<file path="src/rtl/mem_access_unit_pkg.sv">
// Shared definitions for the MEM stage: ALU op codes, widths and the
// state encodings used by mem_access_unit.
package mem_access_unit_pkg;

    localparam int ALU_OP_WIDTH = 8;
    localparam int DATA_WIDTH   = 32;
    localparam int REG_WIDTH    = 5;

    localparam logic [DATA_WIDTH-1:0] ZeroWord = '0;
    localparam logic [REG_WIDTH-1:0]  ZeroReg  = '0;

    localparam logic [ALU_OP_WIDTH-1:0] ALU_NOP = 8'h00;
    localparam logic [ALU_OP_WIDTH-1:0] ALU_ADD = 8'h01;
    localparam logic [ALU_OP_WIDTH-1:0] ALU_SUB = 8'h02;
    localparam logic [ALU_OP_WIDTH-1:0] ALU_LB  = 8'h20;
    localparam logic [ALU_OP_WIDTH-1:0] ALU_LH  = 8'h21;
    localparam logic [ALU_OP_WIDTH-1:0] ALU_LW  = 8'h22;
    localparam logic [ALU_OP_WIDTH-1:0] ALU_LBU = 8'h23;
    localparam logic [ALU_OP_WIDTH-1:0] ALU_LHU = 8'h24;
    localparam logic [ALU_OP_WIDTH-1:0] ALU_SB  = 8'h25;
    localparam logic [ALU_OP_WIDTH-1:0] ALU_SH  = 8'h26;
    localparam logic [ALU_OP_WIDTH-1:0] ALU_SW  = 8'h27;

    localparam logic [1:0] MEM_IDLE   = 2'd0;
    localparam logic [1:0] MEM_ACCESS = 2'd1;
    localparam logic [1:0] MEM_DONE   = 2'd2;

    function automatic logic is_store_op(input logic [ALU_OP_WIDTH-1:0] op);
        return (op == ALU_SB) || (op == ALU_SH) || (op == ALU_SW);
    endfunction

    function automatic logic is_mem_op(input logic [ALU_OP_WIDTH-1:0] op);
        return (op == ALU_LB) || (op == ALU_LH) || (op == ALU_LW) ||
               (op == ALU_LBU) || (op == ALU_LHU) || is_store_op(op);
    endfunction

    // Index of the final byte of the access (nbytes - 1).
    function automatic logic [1:0] last_idx(input logic [ALU_OP_WIDTH-1:0] op);
        if ((op == ALU_LW) || (op == ALU_SW))
            return 2'd3;
        if ((op == ALU_LH) || (op == ALU_LHU) || (op == ALU_SH))
            return 2'd1;
        return 2'd0;
    endfunction

    function automatic logic misaligned(input logic [ALU_OP_WIDTH-1:0] op,
                                        input logic [1:0] addr_lo);
        if ((op == ALU_LW) || (op == ALU_SW))
            return addr_lo != 2'b00;
        if ((op == ALU_LH) || (op == ALU_LHU) || (op == ALU_SH))
            return addr_lo[0];
        return 1'b0;
    endfunction

endpackage

</file>
<file path="src/rtl/mem_access_unit_load_extend.sv">
// Sign/zero extension of an assembled load word according to the load op.
module mem_load_extend
    import mem_access_unit_pkg::*;
(
    input  logic [ALU_OP_WIDTH-1:0] op_i,
    input  logic [DATA_WIDTH-1:0]   word_i,
    output logic [DATA_WIDTH-1:0]   data_o
);

    always_comb begin
        data_o = ZeroWord;
        case (op_i)
            ALU_LB:  data_o = {{24{word_i[7]}}, word_i[7:0]};
            ALU_LBU: data_o = {24'h0, word_i[7:0]};
            ALU_LH:  data_o = {{16{word_i[15]}}, word_i[15:0]};
            ALU_LHU: data_o = {16'h0, word_i[15:0]};
            ALU_LW:  data_o = word_i;
            default: data_o = ZeroWord;
        endcase
    end

endmodule

</file>
<file path="src/rtl/mem_access_unit.sv">
// MEM stage: byte-serial load/store over a req/ack bus, stalling upstream.
// Optional MEM_MISALIGN_TRAP_EN adds misalign_o and traps unaligned H/W ops.
module mem_access_unit
    import mem_access_unit_pkg::*;
#(
    parameter int ADDR_WIDTH = 32
) (
    input  logic                    CLK,
    input  logic                    RST,
    input  logic                    ex_valid_i,
    input  logic [ALU_OP_WIDTH-1:0] AluOP_i,
    input  logic [31:0]             mem_addr_i,
    input  logic [31:0]             mem_wdata_i,
    input  logic [REG_WIDTH-1:0]    rd_i,
    input  logic                    rd_op_i,
    input  logic [DATA_WIDTH-1:0]   rd_data_i,
    output logic [REG_WIDTH-1:0]    rd_o,
    output logic                    rd_op_o,
    output logic [DATA_WIDTH-1:0]   rd_data_o,
    output logic                    valid_o,
    output logic                    stallreq_o,
`ifdef MEM_MISALIGN_TRAP_EN
    output logic                    misalign_o,
`endif
    output logic                    bus_req_o,
    output logic                    bus_we_o,
    output logic [ADDR_WIDTH-1:0]   bus_addr_o,
    output logic [7:0]              bus_wdata_o,
    input  logic [7:0]              bus_rdata_i,
    input  logic                    bus_ack_i
);

    logic [1:0]              state_q, state_d;
    logic [ALU_OP_WIDTH-1:0] op_q, op_d;
    logic [ADDR_WIDTH-1:0]   addr_q, addr_d;
    logic [31:0]             wdata_q, wdata_d;
    logic [REG_WIDTH-1:0]    rd_lat_q, rd_lat_d;
    logic                    rd_op_lat_q, rd_op_lat_d;
    logic [1:0]              last_q, last_d;
    logic [1:0]              cnt_q, cnt_d;
    logic [DATA_WIDTH-1:0]   asm_q, asm_d;
    logic [REG_WIDTH-1:0]    rd_out_q, rd_out_d;
    logic                    rd_op_out_q, rd_op_out_d;
    logic [DATA_WIDTH-1:0]   rd_data_out_q, rd_data_out_d;
    logic                    valid_q, valid_d;
    logic                    misalign_q, misalign_d;

    logic                    in_access;
    logic                    mem_req;
    logic                    trap;
    logic [DATA_WIDTH-1:0]   asm_next;
    logic [DATA_WIDTH-1:0]   ext_data;

    assign in_access = (state_q == MEM_ACCESS);
    assign mem_req   = is_mem_op(AluOP_i);

`ifdef MEM_MISALIGN_TRAP_EN
    assign trap       = misaligned(AluOP_i, mem_addr_i[1:0]);
    assign misalign_o = misalign_q;
`else
    assign trap = 1'b0;
`endif

    // Assembly word including the byte arriving this cycle, so the final
    // byte is already visible to the extender on the DONE transition.
    always_comb begin
        asm_next = asm_q;
        if (in_access && bus_ack_i && !is_store_op(op_q))
            asm_next[{cnt_q, 3'b000} +: 8] = bus_rdata_i;
    end

    mem_load_extend u_load_extend (
        .op_i   (op_q),
        .word_i (asm_next),
        .data_o (ext_data)
    );

    always_comb begin
        state_d       = state_q;
        op_d          = op_q;
        addr_d        = addr_q;
        wdata_d       = wdata_q;
        rd_lat_d      = rd_lat_q;
        rd_op_lat_d   = rd_op_lat_q;
        last_d        = last_q;
        cnt_d         = cnt_q;
        asm_d         = asm_q;
        rd_out_d      = rd_out_q;
        rd_op_out_d   = rd_op_out_q;
        rd_data_out_d = rd_data_out_q;
        valid_d       = 1'b0;
        misalign_d    = 1'b0;
        case (state_q)
            MEM_IDLE: begin
                if (ex_valid_i && mem_req) begin
                    op_d        = AluOP_i;
                    addr_d      = mem_addr_i[ADDR_WIDTH-1:0];
                    wdata_d     = mem_wdata_i;
                    rd_lat_d    = rd_i;
                    rd_op_lat_d = rd_op_i;
                    last_d      = last_idx(AluOP_i);
                    cnt_d       = 2'd0;
                    asm_d       = ZeroWord;
                    if (trap) begin
                        state_d       = MEM_DONE;
                        valid_d       = 1'b1;
                        misalign_d    = 1'b1;
                        rd_out_d      = rd_i;
                        rd_op_out_d   = 1'b0;
                        rd_data_out_d = ZeroWord;
                    end else begin
                        state_d = MEM_ACCESS;
                    end
                end else if (ex_valid_i) begin
                    rd_out_d      = rd_i;
                    rd_op_out_d   = rd_op_i;
                    rd_data_out_d = rd_data_i;
                    valid_d       = 1'b1;
                end
            end
            MEM_ACCESS: begin
                if (bus_ack_i) begin
                    asm_d = asm_next;
                    if (cnt_q == last_q) begin
                        state_d  = MEM_DONE;
                        valid_d  = 1'b1;
                        rd_out_d = rd_lat_q;
                        if (is_store_op(op_q)) begin
                            rd_op_out_d   = 1'b0;
                            rd_data_out_d = ZeroWord;
                        end else begin
                            rd_op_out_d   = rd_op_lat_q;
                            rd_data_out_d = ext_data;
                        end
                    end else begin
                        cnt_d = cnt_q + 2'd1;
                    end
                end
            end
            MEM_DONE: state_d = MEM_IDLE;
            default:  state_d = MEM_IDLE;
        endcase
    end

    always_ff @(posedge CLK) begin
        if (RST) begin
            state_q       <= MEM_IDLE;
            op_q          <= '0;
            addr_q        <= '0;
            wdata_q       <= '0;
            rd_lat_q      <= ZeroReg;
            rd_op_lat_q   <= 1'b0;
            last_q        <= 2'd0;
            cnt_q         <= 2'd0;
            asm_q         <= ZeroWord;
            rd_out_q      <= ZeroReg;
            rd_op_out_q   <= 1'b0;
            rd_data_out_q <= ZeroWord;
            valid_q       <= 1'b0;
            misalign_q    <= 1'b0;
        end else begin
            state_q       <= state_d;
            op_q          <= op_d;
            addr_q        <= addr_d;
            wdata_q       <= wdata_d;
            rd_lat_q      <= rd_lat_d;
            rd_op_lat_q   <= rd_op_lat_d;
            last_q        <= last_d;
            cnt_q         <= cnt_d;
            asm_q         <= asm_d;
            rd_out_q      <= rd_out_d;
            rd_op_out_q   <= rd_op_out_d;
            rd_data_out_q <= rd_data_out_d;
            valid_q       <= valid_d;
            misalign_q    <= misalign_d;
        end
    end

    assign rd_o       = rd_out_q;
    assign rd_op_o    = rd_op_out_q;
    assign rd_data_o  = rd_data_out_q;
    assign valid_o    = valid_q;
    assign stallreq_o = in_access ||
                        ((state_q == MEM_IDLE) && ex_valid_i && mem_req);

    assign bus_req_o   = in_access;
    assign bus_we_o    = in_access && is_store_op(op_q);
    assign bus_addr_o  = in_access ? addr_q + ADDR_WIDTH'(cnt_q) : '0;
    assign bus_wdata_o = in_access ? wdata_q[{cnt_q, 3'b000} +: 8] : 8'h00;

endmodule

</file>
<file path="config.mk">
export PLATFORM = sky130hd
export DESIGN_NAME = mem_access_unit
export DESIGN_NICKNAME = d
export VERILOG_FILES = /design/src/rtl/mem_access_unit_pkg.sv /design/src/rtl/mem_access_unit_load_extend.sv /design/src/rtl/mem_access_unit.sv
export SDC_FILE = /design/constraint.sdc
export NUM_CORES = 1
export LEC_CHECK = 0
export BUFFER_PORTS_ARGS = -buffer_cell sky130_fd_sc_hd__buf_4
export CELL_PAD_IN_SITES_DETAIL_PLACEMENT = 1
export CELL_PAD_IN_SITES_GLOBAL_PLACEMENT = 1
export CORE_ASPECT_RATIO = 1.25
export CORE_MARGIN = 5
export CORE_UTILIZATION = 41
export CTS_CLUSTER_DIAMETER = 120
export DETAILED_ROUTE_END_ITERATION = 10
export PLACE_DENSITY = 0.87
export SYNTH_ARGS = -nofsm -noshare
export SYNTH_HDL_FRONTEND = slang
export SYNTH_SLANG_ARGS = --single-unit
</file>
<file path="constraint.sdc">
create_clock -name CLK -period 4.1 [get_ports CLK]
set_input_delay 0 -clock CLK [delete_from_list [all_inputs] [get_ports CLK]]
set_output_delay 0 -clock CLK [all_outputs]
set_load 0.05 [all_outputs]
</file>
==> impl_metrics.ini, run 1 <==
[run_status]
outcome = finished, final reports clean

[route]
routedWlPerCell_um = 19.8
routed_wl_um = 29100
vias_per_cell = 5.65
final_antenna_net_count = 0
drt_iter0_drc = 577
vias = 8304
dr.pass1.iters = 6
remaining_drc_errors = 0

[setup_path]
critPathRequiredTime_ps = 4100
worstPathArrival_ps = 3570
end_kind = output port
worstPathMaxFanout = 15
worstRegToRegCells = 6
critPathKind = reg -> out
timing.critical_path.from_type = register

[clock_tree]
post_cts_buffers = 0
cts_max_path_buffers = 2
path_clk_slew_ps = 70
clkLatencyLatePin_ps = 430
cts_made_buffers = 17
cts_resized = 0
cts_max_level = 4
cts_root_buf = clkbuf_16
tritoncts = done
holdBufCountCts = 115
cts_num_sinks = 155

[layout]
ff_latch_area_um2 = 3100
multiInputGateArea_um2 = 4090
syn2layout_area_growth_pct = 45.6
postLayoutCoreUtil_pct = 60.5
final_area_um2 = 11000
layout-drive-gt1-share_pct = 22.3
final_nets = 1355
fillers = 2125

[timing]
relSlewSlack_pct = 24.5
worst_pin_slew_ps = 1120
rsz0062_at_grt = false
drv_slew = 0
min_period_ps = 3570
post-route-period-util_pct = 87.0
fin_skew_ps = 8.11
fmax_mhz = 280
finalHoldViolCount = 0
setup_tns_ps = 0
report.final.setup_viol = 0

[yosys]
ys_seq_elements = 155
synthCells = 942
yosysWarnings = 0
syn-num-nets = 1072
synth_cell_types = 57
synthFlopType = dfxtp_1
syn_area_um2 = 7530
avgSynthCellArea_um2 = 7.99
synth_edf_count = 0
async_flop_share_pct = 0
seq_area_frac_synth_pct = 41.2

[pwr]
power_switching_share_pct = 26.5
p_per_area_nw_per_um2 = 342
p_sw_mw = 0.993
power_frac_comb_pct = 13.8
ir_drop_mv = 0.280
pwr-share-clk_pct = 44.4
cellInternalPower_mw = 2.75
leakage_nw = 4.25
pwr-share-seq_pct = 41.8

[place]
place_area_um2 = 9180
post-dp-hpwl_um = 17900
gp_congestion = 0.800
port_buffers = 203

[global_route]
first_global_vias = 9019
grt_pass1_wl_um = 47300
grt_start_max_net_pins = 88
antenna_found_initial = 3
track_usage_pct = 27.0
grt-ovfl-total = 0

[floorplanning]
die_area_um2 = 21200
fp.dieH_um = 161
core-area_um2 = 18100
die_w_um = 131
pin_count = 204
start_util_pct = 41.6
rows = 55

[worst_hold_path]
whs_path_depth = 4
hold_path_class = in -> reg

[flow_run]
maxCapViolations = 0
routing by layer:
layer	part of all wire, %	vias up	track usage (%)
li1	-	3886	-
met1	38	4029	29.8
met2	53	312	49.9
met3	5.9	77	6.32
met4	2.9	0	10.1
met5	0	-	0
power groups by stage:
stage,sequential [mW],clock [mW],combinational [mW]
global route,1.57,1.76,0.547
floorplan,1.69,0,0.132
CTS,1.56,1.68,0.507
finish,1.56,1.66,0.516
detailed placement,1.60,0,0.416
global placement,1.59,0,0.408
cells in the final DEF, fill, tap and decap left out, types with 16 or more instances in the layout:
cell type,netlist,routed
a222oi_1,16,16
and3_1,22,22
clkbuf_16,0,17
nand3_1,30,30
inv_1,17,17
xor2_1,19,19
dlygate4sd3_1,0,115
dfxtp_1,155,155
buf_4,2,218
a22oi_1,25,25
nor2_1,91,91
nand2_1,226,226
a21oi_1,105,105
final cells by class:
cell class,count,share of cell area [%]
Antenna cell,3,0.0685
Timing Repair Buffer,333,25.4
Tap cell,228,2.60
Clock buffer,17,3.88
Multi-Input combinational cell,701,37.4
Clock inverter,15,1.72
Inverter,17,0.583
Sequential cell,155,28.3
cell usage after synthesis (all sizes together), types with 12 or more instances:
library cell | instances | share of area [%]
nand3 | 30 | 2.0
nand2 | 226 | 11
nand4 | 14 | 1.2
a21oi | 105 | 7.0
dfxtp | 155 | 41
and2 | 12 | 1.0
xor2 | 19 | 2.2
a311oi | 13 | 1.5
a22oi | 25 | 2.5
and3 | 22 | 1.8
nor2 | 91 | 4.5
inv | 17 | 0.85
clkbuf | 61 | 3.0
a2111oi | 16 | 3.4
a222oi | 16 | 2.1
registers in the layout, indices dropped and copies added (netlist names):
name,count
addr_q,32
asm_q,32
rd_data_o,32
wdata_q,32
op_q,8
rd_lat_q,5
rd_o,5
cnt_q,2
last_q,2
state_q,2
rd_op_lat_q,1
rd_op_o,1
valid_o,1
cell families after synthesis:
logic type	after synthesis	synth area share [%]
compound gates	214	20.4
fa+ha+maj	8	1.43
flops	155	41.2
mux	18	3.89
buf+inv	86	4.51
simple gates	436	25.6
xor+xnor	25	2.91
stage by stage:
| stage | hold slack (ps) | setup WS (ps) | power (mW) | instances |
|---|---|---|---|---|
| floorplan | 136 | 1200 | 1.82 | 942 |
| global placement | 249 | 1020 | 2.00 | 1319 |
| detailed placement | 257 | 911 | 2.01 | 1319 |
| CTS | 5.84 | 635 | 3.75 | 1466 |
| global route | 19.9 | 328 | 3.87 | 1469 |
| finish | 16.0 | 531 | 3.74 | 1469 |
critical path, stage by stage (launching register included):
cell and delay [ps]:
dfxtp_1 810, fa_1 370, nand4_1 210, nor2_1 540, nand4_1 360, or3_1 400
a21oi_1 200, buf_4 250
path summary, 6_finish.rpt:
check,slack [ps],end,startpoint
max,530,bus_addr_o[28],cnt_q[1]$_SDFFE_PP0P_
min,20,rd_data_o[20]$_SDFFE_PP0P_,rd_data_i[20]
max reg2reg,850,rd_data_o[16]$_SDFFE_PP0P_,cnt_q[1]$_SDFFE_PP0P_
min reg2reg,460,asm_q[5]$_SDFFE_PP0P_,asm_q[5]$_SDFFE_PP0P_
Power figures use the tool's default switching activity.
==> inputs of run 2 (changes only) <==
Settings changed: CORE_UTILIZATION 41 to 42, CTS_BUF_LIST from default to sky130_fd_sc_hd__clkbuf_2, PLACE_DENSITY 0.87 to 0.89.
==> impl_metrics.ini, run 2 (synthesis results as in run 1) <==
[pwr]
power_mw = 3.05
ir_drop_mv = 0.179
leakage_nw = 4.86
p_per_area_nw_per_um2 = 257

[layout]
layout-drive-gt1-share_pct = 20.2
syn2layout_area_growth_pct = 58.0
postLayoutCoreUtil_pct = 67.7
final_cell_mix = dlygate4sd3_1 (248), nand2_1 (226), buf_4 (220)
final_common_cell = dlygate4sd3_1
final_nets = 1490

[worst_hold_path]
hold_start = bus_rdata_i[4]
hold_end = asm_q[20]$_SDFFE_PP0P_
hold_path_class = in -> reg
whs_path_depth = 4

[global_route]
first_global_vias = 10673
grt-ovfl-total = 0
grt_start_max_net_pins = 98
antenna_found_initial = 6
track_usage_pct = 37.6
grt_pass1_wl_um = 61000

[floorplanning]
core-area_um2 = 17600
die_area_um2 = 20700
fp.dieH_um = 160
start_util_pct = 42.8
pin_count = 204
rows = 54
die_w_um = 130

[setup_path]
crit_slowest_cell = or3_1
critPathKind = reg -> out
worstRegToRegCells = 8
end_kind = output port
critPathRequiredTime_ps = 4100
r2r_slack_ps = 270
worstPathArrival_ps = 3980
timing.critical_path.from_type = register
cp_slowest_stage_delay_ps = 430
r2r-end = rd_data_o[3]$_SDFFE_PP0P_
timing.rr.start = cnt_q[1]$_SDFFE_PP0P_
worstPathCellList = buf_4, ha_1, fa_1, nand4_1, nor2_4, nand4_1, or3_1, a21oi_1, buf_4
worstPathMaxFanout = 16

[clock_tree]
cts_max_level = 4
tritoncts = done
clkLatencyLatePin_ps = 830
cts_max_path_buffers = 2
cts_made_buffers = 17
cts_num_sinks = 155
path_clk_slew_ps = 340
cts_root_buf = clkbuf_2

[timing]
post-route-period-util_pct = 97.2
relSlewSlack_pct = 8.72
report.final.setup_viol = 0
fmax_mhz = 251
fin_skew_ps = 103
rsz0062_at_grt = false
drv_slew = 0
min_period_ps = 3980
setup_tns_ps = 0
finalHoldViolCount = 0
worst_pin_slew_ps = 1360

[place]
post-dp-hpwl_um = 17400
port_buffers = 203
gp_congestion = 0.820

[route]
vias_per_cell = 6.40
dr.pass1.iters = 6
routed_wl_um = 45300
remaining_drc_errors = 0
drt_iter0_drc = 1266
routedWlPerCell_um = 28.3
final_antenna_net_count = 0
vias = 10247

[run_status]
outcome = finished, final reports clean

[flow_run]
maxCapViolations = 0
[run 2: changes by cell type in the layout (fill, tap and decap cells not counted), sizes merged]
cell         change
bufinv           -2
buf              +2
clkinvlp         +3
inv              -4
diode            +2
clkbuf           +3
dlygate4sd3    +133
[run 2: how the worst max path moves through the flow]
stage / start / to / slack, ps / cells after the start
floorplan: op_q[3]$_SDFFE_PP0P_ / rd_op_o$_SDFFE_PP0P_ / 1200 / 6
global placement: cnt_q[0]$_SDFFE_PP0P_ / bus_addr_o[26] / 1260 / 9
detailed placement: cnt_q[0]$_SDFFE_PP0P_ / rd_data_o[30]$_SDFFE_PP0P_ / 1080 / 7
CTS: cnt_q[0]$_SDFFE_PP0P_ / bus_addr_o[28] / 250 / 9
global route: cnt_q[0]$_SDFFE_PP0P_ / bus_addr_o[30] / 2 / 9
finish: cnt_q[0]$_SDFFE_PP0P_ / bus_addr_o[30] / 120 / 9
[run 2: final cells by class]
cell class              instances  area [um2]
clock inverters                12         100
inverters                      17        63.8
multi-input cells             701        4100
flip-flops and latches        155        3100
well taps                     224         280
clock buffers                  20         100
fillers                      2083        5680
diodes                          5        12.5
repair buffers                468        4130
[run 2: critical path: cells and delay by family (launching register included)]
kind	cells	cell delay, ps
compound gates	1	230
fa+ha+maj	2	640
buf+inv	2	550
flops	1	390
simple gates	4	1390
[run 2: power breakdown]
part / total, mW / internal, mW / switching [mW] / leakage (nW)
clock: 0.871 / 0.220 / 0.651 / 0.121
combinational: 0.607 / 0.280 / 0.327 / 3.48
sequential: 1.57 / 1.55 / 0.0278 / 1.26
total: 3.05 / 2.05 / 1.01 / 4.86
[run 2: what timing repair did]
item,in CTS,in global routing
gates resized for setup,0,2
setup buffers,0,3
hold buffers,248,0
hold endpoints to repair,148,0
endpoints found under the setup margin,0,4
[run 2: per-stage QoR]
stage / instances / setup WS, ps / hold WS, ps / area, um2
after floorplan: 942 / 1200 / 136 / 7530
after global placement: 1314 / 1260 / 250 / 9160
after detailed placement: 1314 / 1080 / 256 / 9160
after CTS: 1594 / 250 / 6.85 / 11800
after global routing: 1602 / 1.99 / 20.3 / 11900
final: 1602 / 116 / 61.7 / 11900
[run 2: routing by layer]
metal	global-route usage, %	up-vias	share of wire (%)	wire [um]
li1	-	4151	-	-
met1	40.4	4888	33	15000
met2	65.9	897	49	22300
met3	8.29	311	9.1	4100
met4	22.8	0	8.7	3940
met5	0	-	0	0
